===== src/rtl/pc_sequencer_pkg.sv =====
// Shared definitions for the PC sequencer: redirect sources and instruction size.
package pc_sequencer_pkg;
  localparam int INSTR_BYTES = 4;

  typedef enum logic [2:0] {
    SEQ,
    BR_PCREL,
    BR_REG,
    RET,
    EXC,
    HOLD
  } redir_e;
endpackage


===== src/rtl/pc_sequencer_if.sv =====
// Control and status bundle between the front end and the PC sequencer.
interface pc_sequencer_if #(
  parameter int ADDR_W    = 64,
  parameter int RAS_DEPTH = 4
);
  localparam int CNT_W = $clog2(RAS_DEPTH) + 1;

  logic [ADDR_W-1:0] SignExtImm64;
  logic [ADDR_W-1:0] RegTarget;
  logic              Branch;
  logic              ALUZero;
  logic              Uncondbranch;
  logic              BranchReg;
  logic              Link;
  logic              Ret;
  logic              Stall;
  logic              Exception;
  logic [ADDR_W-1:0] PC;
  logic [ADDR_W-1:0] NextPC;
  logic [CNT_W-1:0]  RASCount;
  logic              RASOverflow;

  modport master (
    output SignExtImm64, RegTarget, Branch, ALUZero, Uncondbranch,
           BranchReg, Link, Ret, Stall, Exception,
    input  PC, NextPC, RASCount, RASOverflow
  );

  modport slave (
    input  SignExtImm64, RegTarget, Branch, ALUZero, Uncondbranch,
           BranchReg, Link, Ret, Stall, Exception,
    output PC, NextPC, RASCount, RASOverflow
  );
endinterface


===== src/rtl/pc_sequencer_ras.sv =====
// Circular return-address stack; a push into a full stack overwrites the oldest entry.
module pc_ras #(
  parameter int ADDR_W    = 64,
  parameter int RAS_DEPTH = 4,
  localparam int PTR_W    = $clog2(RAS_DEPTH),
  localparam int CNT_W    = PTR_W + 1
) (
  input  logic              clk,
  input  logic              rst_n,
  input  logic              push,
  input  logic              pop,
  input  logic              clr,
  input  logic [ADDR_W-1:0] din,
  output logic [ADDR_W-1:0] top,
  output logic [CNT_W-1:0]  count,
  output logic              overflow
);
  logic [ADDR_W-1:0] mem [RAS_DEPTH];
  logic [PTR_W-1:0]  sp;
  logic [PTR_W-1:0]  sp_m1;

  // sp is the next write slot; when full it also points at the oldest entry
  assign sp_m1 = sp - PTR_W'(1);
  assign top   = mem[sp_m1];

  always_ff @(posedge clk or negedge rst_n) begin
    if (!rst_n) begin
      sp       <= '0;
      count    <= '0;
      overflow <= 1'b0;
    end else if (clr) begin
      sp       <= '0;
      count    <= '0;
      overflow <= 1'b0;
    end else if (push) begin
      sp <= sp + PTR_W'(1);
      if (count == CNT_W'(RAS_DEPTH)) overflow <= 1'b1;
      else                            count    <= count + CNT_W'(1);
    end else if (pop && count != '0) begin
      sp    <= sp_m1;
      count <= count - CNT_W'(1);
    end
  end

  always_ff @(posedge clk) begin
    if (push && !clr) mem[sp] <= din;
  end
endmodule


===== src/rtl/pc_sequencer.sv =====
// Program counter with prioritised redirect selection and a return-address stack.
module pc_sequencer
  import pc_sequencer_pkg::*;
#(
  parameter int                ADDR_W     = 64,
  parameter int                RAS_DEPTH  = 4,
  parameter logic [ADDR_W-1:0] RESET_PC   = '0,
  parameter logic [ADDR_W-1:0] EXC_VECTOR = ADDR_W'(64'h100)
) (
  input logic          CLK,
  input logic          Resetn,
  pc_sequencer_if.slave bus
);
  localparam int                CNT_W = $clog2(RAS_DEPTH) + 1;
  localparam logic [ADDR_W-1:0] STEP  = ADDR_W'(INSTR_BYTES);
  localparam logic [ADDR_W-1:0] ALIGN = ~(ADDR_W'(INSTR_BYTES - 1));

  logic [ADDR_W-1:0] pc_q, pc_seq, pc_rel, ras_top, nxt;
  logic [CNT_W-1:0]  ras_cnt;
  logic              ras_ovf, push, pop, clr;
  redir_e            src;

  assign pc_seq = pc_q + STEP;
  assign pc_rel = pc_q + (bus.SignExtImm64 << 2);

  always_comb begin
    src  = SEQ;
    push = 1'b0;
    pop  = 1'b0;
    clr  = 1'b0;
    if (bus.Exception) begin
      src = EXC;
      clr = 1'b1;
    end else if (bus.Stall) begin
      src = HOLD;
    end else if (bus.Ret) begin
      src = RET;
      pop = (ras_cnt != '0);
    end else if (bus.BranchReg) begin
      src  = BR_REG;
      push = bus.Link;
    end else if ((bus.Branch && bus.ALUZero) || bus.Uncondbranch) begin
      src  = BR_PCREL;
      // a conditional-only taken branch never links
      push = bus.Link && bus.Uncondbranch;
    end
  end

  always_comb begin
    nxt = pc_seq;
    case (src)
      EXC:      nxt = EXC_VECTOR;
      HOLD:     nxt = pc_q;
      RET:      nxt = (pop ? ras_top : bus.RegTarget) & ALIGN;
      BR_REG:   nxt = bus.RegTarget & ALIGN;
      BR_PCREL: nxt = pc_rel;
      default:  nxt = pc_seq;
    endcase
  end

  always_ff @(posedge CLK or negedge Resetn) begin
    if (!Resetn) pc_q <= RESET_PC;
    else         pc_q <= nxt;
  end

  pc_ras #(.ADDR_W(ADDR_W), .RAS_DEPTH(RAS_DEPTH)) u_ras (
    .clk      (CLK),
    .rst_n    (Resetn),
    .push     (push),
    .pop      (pop),
    .clr      (clr),
    .din      (pc_seq),
    .top      (ras_top),
    .count    (ras_cnt),
    .overflow (ras_ovf)
  );

  assign bus.PC          = pc_q;
  assign bus.NextPC      = nxt;
  assign bus.RASCount    = ras_cnt;
  assign bus.RASOverflow = ras_ovf;
endmodule


===== src/flat_wrapper.sv =====
// flat-port wrapper written by rule: the top's interface ports become plain ports
module pc_sequencer_flat import pc_sequencer_pkg::*;
#(
  parameter int                ADDR_W     = 64,
  parameter int                RAS_DEPTH  = 4,
  parameter logic [ADDR_W-1:0] RESET_PC   = '0,
  parameter logic [ADDR_W-1:0] EXC_VECTOR = ADDR_W'(64'h100)
)
  (CLK, Resetn, bus_SignExtImm64, bus_RegTarget, bus_Branch, bus_ALUZero, bus_Uncondbranch, bus_BranchReg, bus_Link, bus_Ret, bus_Stall, bus_Exception, bus_PC, bus_NextPC, bus_RASCount, bus_RASOverflow);
  pc_sequencer_if #(.ADDR_W(ADDR_W), .RAS_DEPTH(RAS_DEPTH)) bus_i ();
  input logic CLK;
  input logic Resetn;
  input wire logic [$bits(bus_i.SignExtImm64)-1:0] bus_SignExtImm64;
  input wire logic [$bits(bus_i.RegTarget)-1:0] bus_RegTarget;
  input wire logic [$bits(bus_i.Branch)-1:0] bus_Branch;
  input wire logic [$bits(bus_i.ALUZero)-1:0] bus_ALUZero;
  input wire logic [$bits(bus_i.Uncondbranch)-1:0] bus_Uncondbranch;
  input wire logic [$bits(bus_i.BranchReg)-1:0] bus_BranchReg;
  input wire logic [$bits(bus_i.Link)-1:0] bus_Link;
  input wire logic [$bits(bus_i.Ret)-1:0] bus_Ret;
  input wire logic [$bits(bus_i.Stall)-1:0] bus_Stall;
  input wire logic [$bits(bus_i.Exception)-1:0] bus_Exception;
  output wire logic [$bits(bus_i.PC)-1:0] bus_PC;
  output wire logic [$bits(bus_i.NextPC)-1:0] bus_NextPC;
  output wire logic [$bits(bus_i.RASCount)-1:0] bus_RASCount;
  output wire logic [$bits(bus_i.RASOverflow)-1:0] bus_RASOverflow;
  assign bus_i.SignExtImm64 = bus_SignExtImm64;
  assign bus_i.RegTarget = bus_RegTarget;
  assign bus_i.Branch = bus_Branch;
  assign bus_i.ALUZero = bus_ALUZero;
  assign bus_i.Uncondbranch = bus_Uncondbranch;
  assign bus_i.BranchReg = bus_BranchReg;
  assign bus_i.Link = bus_Link;
  assign bus_i.Ret = bus_Ret;
  assign bus_i.Stall = bus_Stall;
  assign bus_i.Exception = bus_Exception;
  assign bus_PC = bus_i.PC;
  assign bus_NextPC = bus_i.NextPC;
  assign bus_RASCount = bus_i.RASCount;
  assign bus_RASOverflow = bus_i.RASOverflow;
  pc_sequencer #(.ADDR_W(ADDR_W), .RAS_DEPTH(RAS_DEPTH), .RESET_PC(RESET_PC), .EXC_VECTOR(EXC_VECTOR)) u_core (.CLK(CLK), .Resetn(Resetn), .bus(bus_i));
endmodule

===== config.mk =====
export PLATFORM = sky130hd
export DESIGN_NAME = pc_sequencer_flat
export DESIGN_NICKNAME = d
export VERILOG_FILES = /design/src/rtl/pc_sequencer_pkg.sv /design/src/rtl/pc_sequencer_if.sv /design/src/rtl/pc_sequencer_ras.sv /design/src/rtl/pc_sequencer.sv /design/src/flat_wrapper.sv
export SDC_FILE = /design/constraint.sdc
export NUM_CORES = 1
export LEC_CHECK = 0
export CAP_MARGIN = 20
export CELL_PAD_IN_SITES_DETAIL_PLACEMENT = 2
export CELL_PAD_IN_SITES_GLOBAL_PLACEMENT = 2
export CORE_ASPECT_RATIO = 0.7
export CORE_MARGIN = 8
export CORE_UTILIZATION = 36
export CTS_CLUSTER_SIZE = 24
export DETAILED_ROUTE_END_ITERATION = 6
export PLACE_DENSITY_LB_ADDON = 0.1
export SLEW_MARGIN = 10
export SYNTH_ARGS = -nofsm -noshare
export SYNTH_HDL_FRONTEND = slang
export SYNTH_SLANG_ARGS = --single-unit

===== constraint.sdc =====
create_clock -name CLK -period 7.2 [get_ports CLK]
set_clock_uncertainty 0.1 [all_clocks]
set_input_delay 1.8 -clock CLK [delete_from_list [all_inputs] [get_ports CLK]]
set_output_delay 1.8 -clock CLK [all_outputs]
set_load 0.02 [all_outputs]

# Yosys cells after proc, flatten, opt, wreduce, memory -nomap -nowiden
# Memory sizes are Yosys's and may differ from the RTL's.
# Index checks and enable logic that the tools add are counted.
# W data, S select, Z words.
# classes
addsub	6
n_eq_ne	7
muxes	28
n_reduce_logical	12
# ops
op	count
$pmux W64 S5	1
$add A64 B3 Y64 const B	1
$add A64 B64 Y64	1
$mux W64	1
$mux W3	8
$mux W1	15
$eq A3 B3 Y1 const B	3
$eq A3 B2 Y1 const B	2
$mux W2	3
$reduce_bool A3 Y1	2
$logic_and A1 B1 Y1	4
$reduce_and A2 Y1	2
$reduce_bool A2 Y1	2
$add A3 B1 Y3 const B	1
$eq A3 B1 Y1 const B	1
$ne A3 B3 Y1 const B	1
$sub A3 B1 Y3 const B	1
$add A2 B1 Y2 const B	1
$sub A2 B1 Y2 const B	1
$logic_not A1 Y1	1
$logic_or A1 B1 Y1	1
# totals
register_bits	70
mem_bits_rw	256
input_bits	138
wordCells	58
n_memories	1
# memory_table
memory	depth	width	rd	rd_clocked_by_memory_dff	write_ports	line	text
u_core.u_ras.mem	4	64	1	0	1	pc_sequencer_ras.sv:18	logic [ADDR_W-1:0] mem [RAS_DEPTH];

# Longest topological paths before layout
# Gate-level depths: netlist (run 1).
# logic_depth
ltp_word	10
depth_mapped	13

# Cells and area by module
# From an unflattened synthesis (run 1), not the netlist that was laid out.
# hier_totals
hier_cells	1504
hier_area_um2	18052.3
# by_module_without_submodules
mod	instances	cells_per_inst	area_per_inst_um2	seq_area_each_um2
pc_ras	1	385	9728.1	7837.5
pc_sequencer	1	1119	8324.2	1601.5

# Least setup slack after synthesis (run 1)
# Ideal clock, no wire load.
# synth_timing
kind	input to output
start	input bus_SignExtImm64[0]
end	output bus_NextPC[42]
t_arrival_ps	4599
required_ps	5300
setup_slack_ps	701
cell_stages	12
path_buffers	0
cell_sequence	ha_1 fa_1 a211o_1 a21oi_1 o2111ai_1 nand3b_1 a31oi_1 or2_2 a221oi_1 xnor2_1 a21oi_1 o21ai_0
# synth_between
elab_chain_cells	2
# synth_rtl
element	line	text
start, declared	flat_wrapper.sv:13	input wire logic [$bits(bus_i.SignExtImm64)-1:0] bus_SignExtImm64;
$add A64 B64 Y64	pc_sequencer.sv:24	assign pc_rel = pc_q + (bus.SignExtImm64 << 2);
$pmux W64 S5	pc_sequencer.sv:51	case (src)
end, declared	flat_wrapper.sv:24	output wire logic [$bits(bus_i.NextPC)-1:0] bus_NextPC;
# No other way between the ends.

# Worst setup path in the final report (run 1)
# layout_timing
start	input bus_SignExtImm64[12]
end	output bus_NextPC[62]
# The elaborated chain is that of the path after synthesis.

==> results by stage, run 1 <==
Worst setup path:
- By startpoint and endpoint, the worst setup path is classified as in -> out.
- At the worst endpoint, the arrival time is 5.29 ns.
- The depth of the worst register-to-register path is 9.
- The launch point of the worst reg-to-reg path is u_core.bus.PC[3]$_DFF_PN0_.
- The kind of end point of the critical path is a primary output.
- The data required time of the worst path is 5.30 ns.
- The reg-to-reg setup timing slack is 2.91 ns.
- The sort of element at the start of the critical path is an input port.
- The endpoint identified for the worst register-to-register timing path is u_core.bus.PC[58]$_DFF_PN0_.
- Of all nets on the critical path, the largest fanout is 2.

Cells and area:
- The repair_antennas step left the layout with diodes totalling 0.
- The finished layout holds 2655 standard cells, fillers aside.
- The area growth from synthesis to layout is 37.4%.
- In the final design database the tool counted 2168 nets.
- Cells with a size suffix above 1 make up 23.4% of the layout.

Min path:
- The worst hold path begins at u_core.bus.PC[1]$_DFF_PN0_.
- The min-delay analysis places its worst path in the category reg -> reg.
- The sink of the worst hold path is u_core.bus.PC[1]$_DFF_PN0_.
- The depth of the worst hold-timing path is 1.

Synth:
- The share of synthesized area occupied by flip-flops and latches is 52.0%.
- The netlist uses 75 different library cells.
- For this run, asynchronously set or reset flops after synthesis account for 22.0%.
- The flip-flop and latch count after synthesis is 318.
- The top-area cell type share of the netlist area is 42.1%.
- Sorting the synthesized cells by area gives the leading types as edfxtp_1, dfrtp_1, mux4_2.
- The library cell with the largest summed area after synthesis is edfxtp_1.
- The number of synthesis warnings is 0.
- Counting every instance in the synthesized netlist gives 1507.
- Among all flip-flop cells after synthesis, the most frequent one is edfxtp_1.
- The number of enable flip-flop cells after synthesis is 248.
- The total nets after synthesis is 1713.
- The cell area after synthesis is 0.0177 sq mm.
- The average footprint of a synthesized cell is 11.7 sq um.

Timing:
- Once routing completed, OpenROAD measured the worst setup slack at 0.0135 ns.
- Setup violations remaining at the end of the flow were counted as 0.
- The final hold violation count was 0.
- The tightest hold path in the finished design has a slack of 0.409 ns.
- The headroom to the max-slew limit is 20.3%.
- The final period demand of the worst path is 7.19 ns.
- Based on the critical path, the design can be clocked at up to 0.139 GHz.
- The slew of the pin with the lowest slew margin is 1.19 ns.
- Dividing the final minimum period by the clock period gives 99.8%.
- Setup repair after global routing could not meet its margin everywhere.
- The final-report max-slew violation count is 0.

Drt:
- Dividing the detail-routed via count by the number of cells gives 5.79.
- The count of TritonRoute iterations in the first routing pass is 6.
- Dividing the detail-routed wire length by the instance count gives 29.1 um.
- The number of design rule violations left after detail routing is 0.
- The routed layout has 15400 vias.
- In this run, the number of DRC markers left after iteration 0 of detailed routing was 1185.
- In this run the remaining antenna-violating nets after routing total 0.
- For this block, the routed nets add up to 77.3 mm of wire.

Clock tree:
- In this run the clock root is driven by a clkbuf_16.
- For this design, the CTS-stage hold fixing added 0 buffers.
- The count of H-tree levels built during CTS is 2.
- The number of buffers added by the clock tree synthesis step is 37.
- The longest clock path from root to sink contains 3 buffers.
- The clock latency of the later-clocked register in the worst-skew pair is 0.54 ns.
- Counting every sink on the clock net gives 318.
- The CTS clock-pin slew for the worst setup and hold paths is 0.06 ns.
- The clock tree from TritonCTS is built.

Die:
- The area of the die is 0.0566 sq mm.
- The initial standard-cell utilization of the core is 36.2%.
- The floorplan has 68 rows.
- The number of top-level design ports is 270.
- The x dimension of the die is 281 um.
- The floorplan step set the die height to 201 um.
- In this run the standard cell core region covers 0.0489 sq mm.

Global routing:
- The combined global-route utilization of all metal layers is 26.7%.
- The first global-routing pass estimated 114 mm of wire.
- The initial antenna violation count is 2.
- The number of global-route vias before repair was 17300.
- The largest net degree at the start of global routing is 66.
- The leftover overflow at the end of global routing is 0.

Power and ir drop:
- The final total power is 5.51 mW.
- The total leakage power is 9.40 nW.
- VDD sags by at most 0.152 mV.
- In this run the power density over the cells is 227 mW/mm^2.

Placed design:
- Timing analysis after detailed placement gives a worst setup slack of -0.889 ns.
- The detailed placer's ending HPWL is 55.1 mm.
- The count of buffers inserted at the top-level ports is 265.
- Counting tap cells, the placed design contains a total of 2567 instances.
- The routability-driven placement congestion ratio is 0.899.

Status:
- The run finished with clean final reports.

Flow run:
- Max-cap violations in this run came to 0.
[cell usage after synthesis (all sizes together), types with 4 or more instances]
cell type / number
or3: 9
o211ai: 20
and2: 10
a21oi: 142
a21boi: 6
dfrtp: 70
a221oi: 38
nand2b: 5
mux2i: 4
a31oi: 8
nor2: 116
and4: 9
xnor2: 81
a211o: 4
o41ai: 5
nand4: 39
o21a: 10
nand3: 44
and3: 14
a21o: 22
a211oi: 6
inv: 28
clkbuf: 64
nand2: 143
a222oi: 16
nor3: 16
nor2b: 9
mux4: 62
o21ai: 66
o31ai: 4
nor4: 4
a221o: 21
o21bai: 13
ha: 66
edfxtp: 248
buf: 17
xor2: 33
[worst max-delay path, stage by stage]
cell             delay (ns)
clkdlybuf4s50_1        0.46
ha_1                   0.32
nand2_1                0.07
or3_1                  0.43
a211oi_2               0.27
o211ai_1               0.24
nand2_2                0.18
buf_4                  0.12
buf_4                  0.11
a21oi_2                0.05
buf_4                  0.16
o311ai_4               0.31
nand3_2                0.17
xor2_1                 0.17
o211ai_1               0.23
buf_4                  0.19
[metal layers]
| layer | share of wire (%) | GRT usage (%) | wire length [um] | vias up |
|---|---|---|---|---|
| li1 | - | - | - | 6772 |
| met1 | 44 | 36.6 | 34300 | 7990 |
| met2 | 46 | 42.4 | 35600 | 478 |
| met3 | 6.5 | 5.41 | 5000 | 137 |
| met4 | 3.0 | 8.15 | 2340 | 2 |
| met5 | 0.017 | 0 | 13 | - |
[metrics by stage]
| stage | TNS (ns) | util [%] | area, sq um |
|---|---|---|---|
| after detailed placement | -17.45 | 46.1 | 22500 |
| after global placement | -13.76 | 46.1 | 22500 |
| after floorplan | 0 | - | 17700 |
| final | 0 | 49.7 | 24300 |
| after CTS | 0 | 49.1 | 24000 |
| after global routing | -0.313 | 49.7 | 24300 |
[placed cells by master, fill, tap and decap left out, types with 10 or more instances in the layout]
cell type          n
o211ai_1          18
buf_4            232
nor2_1           112
dlygate4sd2_1     14
mux4_2            62
a221o_1           21
and3_1            12
a21o_1            22
nand4_1           38
xor2_1            32
o21a_1            10
edfxtp_1         248
nor3_1            13
clkdlybuf4s50_1  213
dfrtp_1           69
ha_4              13
a222oi_1          16
o21ai_0           57
ha_1              52
dlymetal6s2s_1    11
a21oi_2           16
a21oi_1          126
xnor2_1           77
a221oi_1          36
o21bai_1          12
inv_1             28
clkbuf_16         38
nand2_1          141
nand3_1           42
[state kept, by name (all words and copies together) (netlist names)]
register,flops
u_core.bus.PC,64
u_core.u_ras.mem,248
u_core.u_ras.count,3
u_core.u_ras.sp,2
u_core.u_ras.overflow,1
[layout make-up]
cell class                 count  area [sq um]
clock inverter                19           169
timing repair buffer         497          4420
fill                        4851         24600
multi-input combinational   1080          8590
inverter                      28           105
tap                          665           832
clock buffer                  48           998
sequential                   318          9200
[worst max-delay path by stage]
stage,start,end,slack [ns],depth (start not counted)
floorplan,bus_SignExtImm64[0],bus_NextPC[42],0.70,12
global placement,bus_SignExtImm64[0],bus_NextPC[60],-0.72,16
detailed placement,bus_SignExtImm64[0],bus_NextPC[42],-0.89,16
CTS,bus_SignExtImm64[4],bus_NextPC[62],0.003,17
global route,bus_SignExtImm64[12],bus_NextPC[62],-0.1,16
finish,bus_SignExtImm64[12],bus_NextPC[62],0.01,16
[kinds of logic after synthesis]
kind of cell / synth area share, %
AO/OA/AOI/OAI: 15.7
XOR/XNOR: 5.64
adder cells (fa/ha/maj): 4.89
buffers and inverters: 2.39
flip-flops: 52.0
multiplexers: 8.12
AND/OR/NAND/NOR: 11.2
[what timing repair did]
action / CTS / global route
setup buffers: 13 / 8
pin swaps: 22 / 24
resized for setup: 125 / 65
endpoints found under the setup margin: 42 / 31
[where the power goes]
part / total [mW] / internal, mW / switching (mW)
clock: 1.86 / 1.06 / 0.802
sequential: 2.15 / 2.05 / 0.0977
combinational: 1.50 / 0.672 / 0.829
Note: power is estimated with default switching activity, not from simulation.
==> run 2: changes to the inputs <==
--- a/config.mk
+++ b/config.mk
@@ -13,6 +13,7 @@
 export CORE_UTILIZATION = 36
 export CTS_CLUSTER_SIZE = 24
 export DETAILED_ROUTE_END_ITERATION = 6
+export GPL_ROUTABILITY_DRIVEN = 0
 export PLACE_DENSITY_LB_ADDON = 0.1
 export SLEW_MARGIN = 10
 export SYNTH_ARGS = -nofsm -noshare
==> run 2 against run 1 <==
Design area decreased by 0.61%. Final cell count decreased by 0.45%. First-iteration DRC count rose by 15%. Sequential power barely moved. Sequential cell count did not move. Maximum frequency up 1.1%. Core utilization is 0.30 points lower. Critical path depth did not move. Critical endpoint is now bus_NextPC[57]. Largest power group unchanged.
==> results by stage, run 2 (synthesized netlist as in run 1, its figures left out) <==
Cells and area:
- The area occupied by multi-input gates came to 0.00852 sq mm (-0.76%).
- The library cells used most frequently in the layout, excluding fill and tap cells, are edfxtp_1, buf_4, clkdlybuf4s50_1.
- The number of fill cells in the layout is 4779 (-1.5%).
- The share of cells above drive strength 1 is 22.3% (-1.1 points).
- Leaving out fill and tap cells, the most frequent cell in the layout is edfxtp_1.
- The sequential cell area in the final layout came to 0.00920 sq mm (unchanged).
- The number of flip-flops under the largest register name is 248 (unchanged).
- The summed area of non-filler cells in the final layout is 0.0242 sq mm (-0.61%).
- The register with the highest flop count is u_core.u_ras.mem.
- The area growth from synthesis to layout is 36.6%.
- The diode insertion count for antenna repair is 0 (unchanged).
- The core utilization of the finished layout came to 49.4% (-0.30 points).
- The number of nets in the layout is 2158 (-0.46%).

Min path:
- The min-delay analysis places its worst path in the category reg -> reg.

Timing:
- The total setup violations reported at the end of the flow is 0 (unchanged).
- The final period demand of the worst path is 7.11 ns (-0.0766 ns).
- The slew of the pin with the lowest slew margin is 1.03 ns (-0.161 ns).
- The worst hold margin is 0.427 ns (+0.0175 ns).
- The final critical-path setup slack is 0.0901 ns (+0.0766 ns).
- The final-report max-slew violation count was 0 (unchanged).
- The final hold violation count is 0 (unchanged).
- The maximum clock frequency was 0.141 GHz (+1.1%).
- The final critical-path share of the clock period is 98.7% (-1.1 points).
- The headroom to the max-slew limit was 31.4% (+11 points).

Die:
- The number of placement rows is 68 (unchanged).
- The area of the die is 0.0566 sq mm (unchanged).
- The die boundary height is 201 um (unchanged).
- The core box area is 0.0489 sq mm (unchanged).
- The initial standard-cell utilization of the core is 36.2% (unchanged).
- The number of top-level design ports is 270 (unchanged).
- The x dimension of the die is 281 um (unchanged).

Global routing:
- The initial antenna violation count came to 1 (-1).
- The combined global-route utilization of all metal layers is 26.6% (-0.13 points).
- The first-pass GRT wire length is 114 mm (-0.49%).
- The number of global-route vias before repair is 17100 (-1.6%).
- The largest net degree at the start of global routing is 66 (unchanged).
- The leftover overflow at the end of global routing is 0 (unchanged).

Worst setup path:
- The data required time of the worst path is 5.30 ns (about the same).
- The worst setup path is captured at a primary output.
- The largest fanout of any net on the critical path is 4 (+2).
- The worst reg2reg path endpoint is u_core.bus.PC[50]$_DFF_PN0_.
- The critical path startpoint is bus_SignExtImm64[10].
- The worst setup path is of the in -> out kind.
- The reg-to-reg setup timing slack was 3.24 ns (+0.33 ns).
- STA classifies the critical path startpoint as an input port.
- The launch point of the worst reg-to-reg path is u_core.bus.PC[2]$_DFF_PN0_.
- The critical path ends at bus_NextPC[57].
- The arrival time reported for the critical path endpoint is 5.21 ns (-0.08 ns).
- The depth of the worst register-to-register path is 16 (+7).

Power and ir drop:
- The total power divided by cell area was 226 mW/mm^2 (-0.32%).
- The final total power is 5.46 mW (-0.94%).
- The worst ir drop on vdd is 0.147 mV (-3.6%).
- The total leakage power is 9.25 nW (-1.6%).

Clock tree:
- The count of H-tree levels built during CTS came to 2 (unchanged).
- The CTS clock-pin slew for the worst setup and hold paths came to 0.07 ns (about the same).
- The maximum root-to-sink buffer count was 3 (unchanged).
- The count of clock tree sinks is 318 (unchanged).
- The clock tree from TritonCTS is built.
- The tree is rooted in a clkbuf_16.
- The number of buffers added by the clock tree synthesis step came to 37 (unchanged).
- The clock latency of the later-clocked register in the worst-skew pair came to 0.56 ns (+0.02 ns).
- The hold-fix buffer count after cts is 0 (unchanged).

Drt:
- The number of design rule violations left after detail routing is 0 (unchanged).
- The total number of vias is 15400 (+0.32%).
- The count of TritonRoute iterations in the first routing pass is 6 (unchanged).
- The remaining antenna violation count is 0 (unchanged).
- The average vias per placed instance is 5.84 (+0.77%).
- The mean routed wirelength per cell came to 29.1 um (-0.16%).
- The number of design-rule violations left by the first detailed-router iteration came to 1363 (+15%).
- The total wire length after detailed routing is 76.8 mm (-0.61%).

Status:
- The run finished with clean final reports.

Flow run:
- The number of maximum-capacitance violations is 0 (unchanged).

Placed design:
- The count of buffers inserted at the top-level ports is 265 (unchanged).
- The post-place setup slack is -0.868 ns (+0.0205 ns).
- The cell area after placement is 0.0225 sq mm (-0.42%).
- The detailed placer's ending HPWL is 54.6 mm (-0.82%).
run 2: metal layers:
metal | vias up | part of all wire [%] | global-route usage (%)
met2 | 526 | 47 | 42.6
met1 | 8029 | 44 | 36.2
met5 | - | 0 | 0
met4 | 0 | 2.6 | 7.18
li1 | 6742 | - | -
met3 | 131 | 6.6 | 5.66
run 2: per-stage QoR:
stage	setup TNS, ns	std cells
6_report	0	2643
5_1_grt	-0.000560	2643
4_1_cts	0	2637
3_5_place_dp	-13.37	2556
3_3_place_gp	-11.85	2556
2_1_floorplan	0	1507
run 2: critical path: stages:
cell             delay, ns
clkdlybuf4s50_1       0.44
ha_1                  0.33
buf_4                 0.14
a21oi_1               0.08
or3_1                 0.38
nand2b_1              0.11
a21oi_1               0.08
buf_4                 0.16
a31o_2                0.27
o211ai_2              0.24
a211o_4               0.21
buf_4                 0.14
a21boi_4              0.07
or4_1                 0.49
nand3_2               0.11
buf_4                 0.14
run 2: worst min-delay path by stage:
stage                                      startpoint                           endpoint  cells past startpoint
floorplan           u_core.u_ras.overflow$_DFFE_PN0P_  u_core.u_ras.overflow$_DFFE_PN0P_                      2
global route               u_core.bus.PC[0]$_DFF_PN0_         u_core.bus.PC[0]$_DFF_PN0_                      1
detailed placement         u_core.bus.PC[0]$_DFF_PN0_         u_core.bus.PC[0]$_DFF_PN0_                      1
CTS                        u_core.bus.PC[0]$_DFF_PN0_         u_core.bus.PC[0]$_DFF_PN0_                      1
finish                     u_core.bus.PC[0]$_DFF_PN0_         u_core.bus.PC[0]$_DFF_PN0_                      1
global placement    u_core.u_ras.overflow$_DFFE_PN0P_  u_core.u_ras.overflow$_DFFE_PN0P_                      2
run 2: timing repair:
item	in CTS	in global routing
resized for setup	114	55
pin swaps	23	27
setup endpoints to repair	40	25
setup buffers	16	3
run 2: area by class of cell:
class / instances / area share, %
Sequential cell: 318 / 38.1
Multi-Input combinational cell: 1080 / 35.3
Clock inverter: 17 / 0.487
Tap cell: 665 / 3.44
Clock buffer: 48 / 4.17
Inverter: 28 / 0.435
Timing Repair Buffer: 487 / 18.1
run 2: power breakdown:
| group | switching [mW] | leakage (nW) | internal [mW] | total [mW] |
|---|---|---|---|---|
| clock | 0.801 | 0.556 | 1.02 | 1.82 |
| combinational | 0.816 | 5.47 | 0.664 | 1.48 |
| sequential | 0.103 | 3.22 | 2.05 | 2.16 |
==> run 3: changes to the inputs <==
--- a/config.mk
+++ b/config.mk
@@ -5,12 +5,12 @@
 export SDC_FILE = /design/constraint.sdc
 export NUM_CORES = 1
 export LEC_CHECK = 0
-export CAP_MARGIN = 20
 export CELL_PAD_IN_SITES_DETAIL_PLACEMENT = 2
 export CELL_PAD_IN_SITES_GLOBAL_PLACEMENT = 2
 export CORE_ASPECT_RATIO = 0.7
 export CORE_MARGIN = 8
 export CORE_UTILIZATION = 36
+export CTS_CLUSTER_DIAMETER = 120
 export CTS_CLUSTER_SIZE = 24
 export DETAILED_ROUTE_END_ITERATION = 6
 export GPL_ROUTABILITY_DRIVEN = 0
==> run 3 against run 2 <==
Non-clock buffer count fell by 6. Count of clock-buffer cells in the layout fell by 21. First-iteration DRC count fell by 12%. Core utilization fell by 1.6 points. Largest power group unchanged. Final cell count fell by 1.6%. Die area did not move. Routed wire length fell by 2.0%.
==> results by stage, run 3 (synthesized netlist as in run 1, its figures left out) <==
Power and ir drop:
- The total leakage power came to 8.89 nW (-3.9%).
- The total net switching power came to 1.55 mW (-9.8%).
- The total power divided by cell area is 202 mW/mm^2 (-11%).
- The proportion of power drawn by flip-flops and latches is 45.7% (+6.2 points).
- The worst ir drop on vdd was 0.151 mV (+2.7%).
- The clock share of power is 23.4% (-10 points).
- The final total power is 4.71 mW (-14%).
- The combinational group share of total power is 30.9% (+3.8 points).
- The internal power component was 3.16 mW (-16%).
- The share of total power consumed by net switching is 32.9% (+1.4 points).

Cells and area:
- The number of nets in the layout was 2132 (-1.2%).
- The share of cells above drive strength 1 is 20.6% (-1.7 points).
- The summed area of non-filler cells in the final layout came to 0.0234 sq mm (-3.3%).
- The library cell used most frequently in the layout, excluding fill and tap cells, is edfxtp_1.
- The final cell count without fillers is 2601 (-1.6%).
- The number of fill cells in the layout is 4854 (+1.6%).
- The diode insertion count for antenna repair was 0 (unchanged).
- The number of flip-flops under the largest register name is 248 (unchanged).
- The register with the highest flop count is u_core.u_ras.mem.
- Compared with the post-synthesis result, the final layout area differs by 32.0%.
- The top cell types in the final layout, fill and taps aside, are edfxtp_1, clkdlybuf4s50_1, buf_4.

Global routing:
- The initial antenna violation count came to 1 (unchanged).
- The combined global-route utilization of all metal layers is 25.9% (-0.71 points).
- The first-pass GRT wire length is 111 mm (-2.1%).
- The largest net degree at the start of global routing is 66 (unchanged).
- The leftover overflow at the end of global routing came to 0 (unchanged).
- The number of global-route vias before repair is 16600 (-2.5%).

Min path:
- The critical hold path startpoint is u_core.bus.PC[0]$_DFF_PN0_.
- The sink of the worst hold path is u_core.bus.PC[0]$_DFF_PN0_.
- The depth of the worst hold-timing path is 1 (unchanged).
- In this run the worst hold path is classified as reg -> reg.

Die:
- The core box area came to 0.0489 sq mm (unchanged).
- The x dimension of the die is 281 um (unchanged).
- The initial standard-cell utilization of the core was 36.2% (unchanged).
- The number of placement rows is 68 (unchanged).
- The area of the die is 0.0566 sq mm (unchanged).
- The die boundary height is 201 um (unchanged).
- The number of top-level design ports was 270 (unchanged).

Worst setup path:
- The library cell appearing most often on the critical path is buf_4.
- The kind of end point of the critical path is a primary output.
- The depth of the worst register-to-register path was 16 (unchanged).
- The number of buffers and inverters on the critical path is 5 (unchanged).
- The sort of element at the start of the critical path is an input port.
- The worst reg2reg path endpoint is u_core.bus.PC[50]$_DFF_PN0_.
- The largest fanout of any net on the critical path is 4 (unchanged).
- The worst register-to-register path begins at u_core.bus.PC[2]$_DFF_PN0_.
- The arrival time reported for the critical path endpoint was 5.22 ns (about the same).
- For this design, the slowest cell found on the critical path is or4_1.
- The data required time of the worst path was 5.30 ns (about the same).
- By startpoint and endpoint, the worst setup path is classified as in -> out.
- Tracing the worst setup path back leads to its startpoint at bus_SignExtImm64[10].
- Traced cell by cell, the critical path runs through clkdlybuf4s50_1, ha_1, buf_4, a21oi_1, or3_1, nand2b_1, a21oi_1, buf_4, a31o_2, o211ai_2, a211o_4, buf_4, a21boi_4, or4_1, nand3_1, buf_2.
- The reg-to-reg setup timing slack is 3.25 ns (about the same).
- The longest individual stage delay on the worst path is 0.47 ns (-0.02 ns).
- The cell type group with the largest total delay on the critical path is simple AND/OR/NAND/NOR gates.

Drt:
- The number of design rule violations left after detail routing is 0 (unchanged).
- The average vias per placed instance is 5.80 (-0.57%).
- The remaining antenna violation count is 0 (unchanged).
- The number of design-rule violations left by the first detailed-router iteration came to 1205 (-12%).
- The total wire length after detailed routing was 75.3 mm (-2.0%).
- The mean routed wirelength per cell is 28.9 um (-0.37%).
- The total number of vias came to 15100 (-2.1%).
- The count of TritonRoute iterations in the first routing pass is 6 (unchanged).

Clock tree:
- The count of H-tree levels built during CTS is 1 (-1).
- The clock latency of the later-clocked register in the worst-skew pair is 0.55 ns (about the same).
- The count of clock tree sinks is 318 (unchanged).
- The hold-fix buffer count after cts is 0 (unchanged).
- The number of buffers added by the clock tree synthesis step came to 17 (-54%).
- The maximum root-to-sink buffer count is 3 (unchanged).
- The clock root buffer master is clkbuf_16.
- The clock tree from TritonCTS is built.
- The CTS clock-pin slew for the worst setup and hold paths is 0.10 ns (+0.03 ns).

Flow run:
- The number of maximum-capacitance violations is 0 (unchanged).

Timing:
- The final critical-path share of the clock period is 98.9% (+0.18 points).
- The worst hold margin is 0.435 ns (+0.00784 ns).
- The headroom to the max-slew limit was 15.7% (-16 points).
- The final-report max-slew violation count was 0 (unchanged).
- The aggregate negative setup slack is 0 ns (unchanged).
- The total setup violations reported at the end of the flow is 0 (unchanged).
- The maximum clock frequency is 0.140 GHz (-0.19%).
- The final hold violation count came to 0 (unchanged).
- The final period demand of the worst path came to 7.12 ns (+0.0133 ns).
- The slew of the pin with the lowest slew margin is 1.26 ns (+0.235 ns).

Status:
- The flow ran to the end, and the final reports show no timing, DRC or antenna violations.

Placed design:
- The detailed placer's ending HPWL was 54.6 mm (unchanged).
- The placed cell count is 2556 (unchanged).
- The count of buffers inserted at the top-level ports is 265 (unchanged).
- The cell area after placement came to 0.0225 sq mm (unchanged).
-- run 3: cell types whose count changed in the layout (fill, tap and decap cells not counted), sizes merged, moves of 4 or more --
cell,before,now
buf,237,232
clkbuf,54,34
clkdlybuf4s50,213,217
clkinv,13,1
dlygate4sd2,21,15
-- run 3: final cells by class --
class                           count  area [sq um]  area share [%]
Tap cell                          665           832            3.56
Sequential cell                   318          9200            39.4
Clock inverter                      2          25.0           0.107
Timing Repair Buffer              481          4270            18.3
Clock buffer                       27           463            1.98
Multi-Input combinational cell   1080          8460            36.2
Inverter                           28           105           0.450
-- run 3: per-stage QoR --
step	util (%)	setup slack, ns
after floorplan	-	0.701
after global placement	45.9	-0.740
after detailed placement	45.9	-0.868
after CTS	47.4	0.000153
after global routing	47.7	-0.0255
final	47.7	0.0768
-- run 3: worst max-delay path by stage --
stage                           to  cells after the start
detailed placement  bus_NextPC[62]                     14
floorplan           bus_NextPC[42]                     12
global placement    bus_NextPC[62]                     14
finish              bus_NextPC[57]                     16
global route        bus_NextPC[63]                     16
CTS                 bus_NextPC[63]                     16
-- run 3: power by group through the flow --
stage	sequential (mW)	combinational [mW]	clock (mW)
CTS	2.15	1.44	1.13
global route	2.16	1.55	1.17
detailed placement	2.19	1.40	0
floorplan	2.19	0.671	0
finish	2.15	1.46	1.10
global placement	2.19	1.36	0
-- run 3: worst register-to-register path, cell delays in order (launching register included) --
cell and delay [ns]:
dfrtp_1 0.52, ha_4 0.24, fa_2 0.35, a211o_1 0.32, a21oi_2 0.15, buf_6 0.13, o211ai_1 0.17, o211ai_1 0.32
nand2_2 0.17, buf_6 0.15, a211o_4 0.36, a21boi_4 0.17, buf_6 0.12, nor3_2 0.04, o31ai_2 0.26, a21oi_1 0.12
buf_4 0.17
-- run 3: what timing repair did --
item,4_1_cts,5_1_grt
pin swaps,21,24
gates resized for setup,103,54
endpoints found under the setup margin,40,27
gates cloned,0,0
setup buffers,11,5
-- run 3: metal layers --
layer | share of wire [%] | up-vias | routed length, um | track usage [%]
met2 | 47 | 431 | 35600 | 42.4
met5 | 0 | - | 0 | 0
li1 | - | 6661 | - | -
met3 | 5.3 | 71 | 3970 | 3.63
met1 | 46 | 7934 | 34300 | 36.6
met4 | 1.8 | 0 | 1360 | 4.64
